$ cat src/rtl/mc_pkg.sv
// mc_pkg: state, ALU, opcode/funct and mux-select encodings for the multicycle controller
package mc_pkg;
  localparam logic [3:0] FETCH    = 4'd0;
  localparam logic [3:0] DECODE   = 4'd1;
  localparam logic [3:0] MEMADR   = 4'd2;
  localparam logic [3:0] MEMRD    = 4'd3;
  localparam logic [3:0] MEMWB    = 4'd4;
  localparam logic [3:0] MEMWR    = 4'd5;
  localparam logic [3:0] RTYPE_EX = 4'd6;
  localparam logic [3:0] RTYPE_WB = 4'd7;
  localparam logic [3:0] BEQ      = 4'd8;
  localparam logic [3:0] JUMP     = 4'd9;
  localparam logic [3:0] ADDI_EX  = 4'd10;
  localparam logic [3:0] ADDI_WB  = 4'd11;
  localparam logic [3:0] ALU_AND = 4'b0000;
  localparam logic [3:0] ALU_OR  = 4'b0001;
  localparam logic [3:0] ALU_ADD = 4'b0010;
  localparam logic [3:0] ALU_SUB = 4'b0110;
  localparam logic [3:0] ALU_SLT = 4'b0111;
  localparam logic [3:0] ALU_NOR = 4'b1100;
  localparam logic [5:0] OP_RTYPE = 6'h00;
  localparam logic [5:0] OP_LW    = 6'h23;
  localparam logic [5:0] OP_SW    = 6'h2B;
  localparam logic [5:0] OP_BEQ   = 6'h04;
  localparam logic [5:0] OP_ADDI  = 6'h08;
  localparam logic [5:0] OP_J     = 6'h02;
  localparam logic [5:0] F_ADD = 6'h20;
  localparam logic [5:0] F_SUB = 6'h22;
  localparam logic [5:0] F_AND = 6'h24;
  localparam logic [5:0] F_OR  = 6'h25;
  localparam logic [5:0] F_NOR = 6'h27;
  localparam logic [5:0] F_SLT = 6'h2A;
  localparam logic [1:0] SRCB_B    = 2'b00;
  localparam logic [1:0] SRCB_FOUR = 2'b01;
  localparam logic [1:0] SRCB_IMM  = 2'b10;
  localparam logic [1:0] SRCB_IMM2 = 2'b11;
  localparam logic [1:0] PCSRC_ALU  = 2'b00;
  localparam logic [1:0] PCSRC_OUT  = 2'b01;
  localparam logic [1:0] PCSRC_JUMP = 2'b10;
endpackage

$ cat src/rtl/mc_control_alu_decode.sv
// alu_decode: maps an R-type funct field to its ALU operation and a supported flag
module alu_decode
  import mc_pkg::*;
(
  input  logic [5:0] funct,
  output logic [3:0] alu_op,
  output logic       valid
);
  // unsupported functs fall back to ADD; valid=0 keeps them out of RTYPE_EX
  always_comb begin
    alu_op = funct == F_SUB ? ALU_SUB :
             funct == F_AND ? ALU_AND :
             funct == F_OR  ? ALU_OR  :
             funct == F_NOR ? ALU_NOR :
             funct == F_SLT ? ALU_SLT : ALU_ADD;
    valid  = funct inside {F_ADD, F_SUB, F_AND, F_OR, F_NOR, F_SLT};
  end
endmodule

$ cat src/rtl/mc_control.sv
// mc_control: Moore FSM driving ALU op, datapath enables and mux selects of a multicycle MIPS-subset CPU
module mc_control
  import mc_pkg::*;
(
  input  logic        clk,
  input  logic        rst,
  input  logic [5:0]  opcode,
  input  logic [5:0]  funct,
  input  logic        Zero,
  output logic [3:0]  ALUop,
  output logic        ALUSrcA,
  output logic [1:0]  ALUSrcB,
  output logic        IorD,
  output logic        MemRead,
  output logic        MemWrite,
  output logic        IRWrite,
  output logic        PCWrite,
  output logic        PCWriteCond,
  output logic        RegWrite,
  output logic        MemtoReg,
  output logic        RegDst,
  output logic [1:0]  PCSource,
  output logic        illegal,
  output logic [31:0] retired,
  output logic [3:0]  state
);
  logic [3:0]  state_q, state_d;
  logic [31:0] retired_q;
  logic        illegal_q;
  logic [3:0]  f_alu_op;
  logic        f_valid, legal, done;
  logic        unused_zero;
  alu_decode u_alu_decode (.funct(funct), .alu_op(f_alu_op), .valid(f_valid));
  // Zero steers the PC in the datapath only; the controller never branches on it
  assign unused_zero = Zero;
  // instruction legality and next-state selection
  always_comb begin
    legal   = opcode inside {OP_LW, OP_SW, OP_BEQ, OP_ADDI, OP_J} || (opcode == OP_RTYPE && f_valid);
    done    = state_q inside {MEMWB, MEMWR, RTYPE_WB, BEQ, JUMP, ADDI_WB};
    state_d = FETCH;
    case (state_q)
      FETCH:    state_d = DECODE;
      DECODE:   state_d = !legal                              ? FETCH    :
                          (opcode == OP_LW || opcode == OP_SW) ? MEMADR   :
                          opcode == OP_RTYPE                   ? RTYPE_EX :
                          opcode == OP_BEQ                     ? BEQ      :
                          opcode == OP_J                       ? JUMP     : ADDI_EX;
      MEMADR:   state_d = opcode == OP_LW ? MEMRD : MEMWR;
      MEMRD:    state_d = MEMWB;
      RTYPE_EX: state_d = RTYPE_WB;
      ADDI_EX:  state_d = ADDI_WB;
      default:  state_d = FETCH;
    endcase
  end
  // state, retired counter and sticky illegal flag
  always_ff @(posedge clk or posedge rst) begin
    if (rst) begin
      state_q   <= FETCH;
      retired_q <= '0;
      illegal_q <= 1'b0;
    end else begin
      state_q   <= state_d;
      retired_q <= retired_q + 32'(done);
      illegal_q <= illegal_q | (state_q == DECODE && !legal);
    end
  end
  // Moore output decode; enables are held low while reset is asserted
  always_comb begin
    ALUop       = '0;
    ALUSrcA     = 1'b0;
    ALUSrcB     = SRCB_B;
    IorD        = 1'b0;
    MemRead     = 1'b0;
    MemWrite    = 1'b0;
    IRWrite     = 1'b0;
    PCWrite     = 1'b0;
    PCWriteCond = 1'b0;
    RegWrite    = 1'b0;
    MemtoReg    = 1'b0;
    RegDst      = 1'b0;
    PCSource    = PCSRC_ALU;
    case (state_q)
      FETCH: begin
        MemRead = 1'b1;
        IRWrite = 1'b1;
        ALUSrcB = SRCB_FOUR;
        ALUop   = ALU_ADD;
        PCWrite = 1'b1;
      end
      DECODE: begin
        ALUSrcB = SRCB_IMM2;
        ALUop   = ALU_ADD;
      end
      MEMADR, ADDI_EX: begin
        ALUSrcA = 1'b1;
        ALUSrcB = SRCB_IMM;
        ALUop   = ALU_ADD;
      end
      MEMRD: begin
        MemRead = 1'b1;
        IorD    = 1'b1;
      end
      MEMWB: begin
        RegWrite = 1'b1;
        MemtoReg = 1'b1;
      end
      MEMWR: begin
        MemWrite = 1'b1;
        IorD     = 1'b1;
      end
      RTYPE_EX: begin
        ALUSrcA = 1'b1;
        ALUop   = f_alu_op;
      end
      RTYPE_WB: begin
        RegWrite = 1'b1;
        RegDst   = 1'b1;
      end
      BEQ: begin
        ALUSrcA     = 1'b1;
        ALUop       = ALU_SUB;
        PCWriteCond = 1'b1;
        PCSource    = PCSRC_OUT;
      end
      JUMP: begin
        PCWrite  = 1'b1;
        PCSource = PCSRC_JUMP;
      end
      ADDI_WB:  RegWrite = 1'b1;
      default:  ALUop = '0;
    endcase
    if (rst) begin
      MemRead     = 1'b0;
      MemWrite    = 1'b0;
      IRWrite     = 1'b0;
      PCWrite     = 1'b0;
      PCWriteCond = 1'b0;
      RegWrite    = 1'b0;
    end
  end
  assign illegal = illegal_q;
  assign retired = retired_q;
  assign state   = state_q;
endmodule

$ cat config.mk
export PLATFORM = sky130hd
export DESIGN_NAME = mc_control
export DESIGN_NICKNAME = d
export VERILOG_FILES = /design/src/rtl/mc_pkg.sv /design/src/rtl/mc_control_alu_decode.sv /design/src/rtl/mc_control.sv
export SDC_FILE = /design/constraint.sdc
export NUM_CORES = 1
export LEC_CHECK = 0
export ABC_AREA = 0
export CELL_PAD_IN_SITES_DETAIL_PLACEMENT = 1
export CELL_PAD_IN_SITES_GLOBAL_PLACEMENT = 1
export CORE_ASPECT_RATIO = 1.75
export CORE_UTILIZATION = 36
export CTS_CLUSTER_DIAMETER = 200
export DETAILED_ROUTE_END_ITERATION = 16
export PLACE_DENSITY = 0.95
export SYNTH_ARGS = -nofsm -noshare
export SYNTH_HDL_FRONTEND = slang
export SYNTH_SLANG_ARGS = --single-unit
$ cat constraint.sdc
create_clock -name clk -period 4 [get_ports clk]
set_input_delay 0.8 -clock clk [delete_from_list [all_inputs] [get_ports clk]]
set_output_delay 0.8 -clock clk [all_outputs]
set_load 0.05 [all_outputs]
==> metrics.yaml <==
outcome:
  outcome: "finished clean"
floorplanning:
  initial_core_util_pct: 37.8
  design.die.area_sq_mm: 0.00593
  io_pins: 70
  die_w_um: 58.6
  fp.coreArea_sq_mm: 0.00534
  row_count: 35
  die_h_um: 101
critical_path:
  worstRegToRegCells: 9
  path_delay_family: "buffers and inverters"
  required_ns: 3.20
  r2r-start: "state[2]$_DFF_PP0_"
  critPathMaxStageDelay_ns: 0.80
  cp-end-kind: "output pin"
  crit_top_cell: "clkdlybuf4s50_1"
  crit_arrival_ns: 2.80
  cp-start-kind: "input port"
  worst-path-stages: 6
  crit_type: "input port to output pin"
  rrSetupSlack_ns: 1.14
  r2r-end: "retired[22]$_DFF_PP0_"
  cp_num_buf_inv: 2
  critPathSlowestCell: "clkdlybuf4s50_1"
  worstPathMaxFanout: 4
  cp_cell_sequence: "clkdlybuf4s50_1 > nor2b_1 > nand2_1 > o32ai_1 > and4_1 > clkdlybuf4s50_1"
sta:
  max_freq_mhz: 278
  worst_slack_ns: 0.405
  finalSetupViolCount: 0
  rsz0062_at_grt: "false"
  finalHoldViolations: 0
  drv_slew: 0
  min_period_ns: 3.60
  skew_ns: 0.00492
  period_share_pct: 89.9
  final.setup.tns_ns: 0
  relSlewSlack_pct: 64.6
  hold_slack_ns: 0.481
  tightest_slew_ns: 0.526
route:
  drt-total-wl_um: 5760
  via_per_inst: 5.28
  dr.pass1.iters: 4
  dr.first_iter.drc_count: 74
  vias: 1881
  ant_nets: 0
  drc: 0
  wl_per_cell_um: 16.2
logic_synthesis:
  synth_area_leaders: "dfrtp_1 (46%), xnor2_1 (10%), nand3_1 (4.7%)"
  yosysSeqAreaShare_pct: 45.8
  synth.most_common_cell: "dfrtp_1"
  synth_flop_cell: "dfrtp_1"
  synthTopCellsByCount: "dfrtp_1 (37), xnor2_1 (24), nand2_1 (19), nand3_1 (19), nor2_1 (18)"
  synthArstFlopShare_pct: 100
  avgSynthCellArea_sq_um: 9.67
  ys.warnings.count: 0
  ys_types: 41
  synth_edf_count: 0
  synth_fp_nets: 226
  synth_seq_cells: 37
  synthesis.area_sq_mm: 0.00202
  yosysTopAreaCell: "dfrtp_1"
  synth_top_area_share_pct: 45.8
  synthCells: 209
grt:
  track_usage_pct: 20.7
  antenna_found_initial: 0
  grt_remaining_overflow: 0
  grt_pass1_wl_um: 9380
  grt_pass1_vias: 1979
  grt_start_max_net_pins: 38
placement:
  io_buffers: 68
  hpwl_um: 4420
  dp_cells: 348
  dp_slack_ns: 0.397
  place.gp.congestion: 0.780
cts:
  h-tree-depth: 2
  holdBufCountCts: 0
  cts.sinks: 37
  path_clk_slew_ns: 0.07
  cts_buffers: 5
  post_cts_resized: 0
  cts_tree: "built"
  clockRootBuffer: "clkbuf_8"
  post_cts_buffers: 0
  clk_path_buf_depth: 2
  clk_latency_ns: 0.29
layout:
  area_delta_synth_final_pct: 42.8
  num-fill-cells: 610
  antenna_cells: 0
  fin_util_pct: 54.0
  final_layout_size_suffix_gt1_share_pct: 7.45
  layoutNonFillerInstCount: 356
  nNetsFinal: 298
power:
  powerDensity_mw_per_mm2: 443
  leakagePower_nw: 1.16
  ir_worst_vdd_mv: 0.323
min_path:
  worstHoldPathCells: 1
  worst_hold_path_type: "flop to flop"
  hold_start: "illegal$_DFF_PP0_"
  hold_end: "illegal$_DFF_PP0_"
flow_run:
  maxCapViolations: 0
-- power breakdown --
group	switching, mW	total, mW	leakage (nW)	internal, mW
Combinational	0.373	0.569	0.619	0.195
Clock	0.131	0.251	0.0439	0.120
Sequential	0.0497	0.458	0.501	0.408
Total	0.554	1.28	1.16	0.724
-- per-stage QoR --
stage	total power, mW	instance area [sq um]
global route	1.34	2890
detailed placement	1.04	2800
global placement	1.03	2800
finish	1.28	2890
floorplan	0.824	2020
CTS	1.29	2890
-- cell type report --
| class | instances | area (sq um) | share of cell area, % |
|---|---|---|---|
| Timing Repair Buffer | 71 | 713 | 24.7 |
| Clock inverter | 3 | 17.5 | 0.607 |
| Multi-Input combinational cell | 162 | 1050 | 36.5 |
| Clock buffer | 5 | 68.8 | 2.39 |
| Inverter | 4 | 15.0 | 0.520 |
| Sequential cell | 37 | 926 | 32.1 |
| Tap cell | 74 | 92.6 | 3.21 |
-- cells in the final DEF, fill, tap and decap left out, types with 2 or more instances in the layout --
cell type,synthesis,routed
clkdlybuf4s50_1,0,67
a21oi_1,4,4
nor4_2,3,3
inv_1,4,4
nor4_1,2,2
nor3_1,4,4
a31oi_1,2,2
nand4_1,10,10
clkbuf_8,0,5
ha_1,2,2
and4_1,5,5
nand2b_1,5,5
nor3b_1,2,2
o21ai_1,2,2
or3_1,2,2
dfrtp_1,37,37
nor2_1,18,18
and3_1,5,5
clkinv_2,0,2
xor2_1,10,10
nand3_1,19,19
nor2b_1,5,5
nand2_1,19,19
o21ai_0,4,4
buf_4,1,3
xnor2_1,24,24
-- sequential cells by signal (all words and copies together), names as in the netlist --
| register | flops |
|---|---|
| state | 4 |
| retired | 32 |
| illegal | 1 |
-- cells by family (layout without fill, tap and decap cells) --
kind of cell | Yosys count | count (layout) | synth area share (%)
buf+inv | 10 | 83 | 2.11
mux | 1 | 1 | 0.557
fa+ha+maj | 2 | 2 | 1.24
compound gates | 20 | 20 | 6.87
simple gates | 105 | 105 | 28.7
flops | 37 | 37 | 45.8
xor+xnor | 34 | 34 | 14.7
-- worst max path at each step --
stage / start / to
2_1_floorplan: state[2]$_DFF_PP0_ / RegWrite
3_3_place_gp: funct[2] / ALUop[0]
3_5_place_dp: funct[2] / ALUop[0]
4_1_cts: funct[2] / ALUop[0]
5_1_grt: funct[2] / ALUop[0]
6_report: funct[2] / ALUop[0]
-- per-layer routing --
| layer | GRT usage (%) | vias up | share of wire [%] |
|---|---|---|---|
| li1 | - | 878 | - |
| met1 | 20.1 | 908 | 36 |
| met2 | 39.1 | 78 | 55 |
| met3 | 4.62 | 17 | 4.8 |
| met4 | 11.4 | 0 | 3.4 |
| met5 | 0 | - | 0 |
No activity file was read; power rests on OpenSTA's default activity.
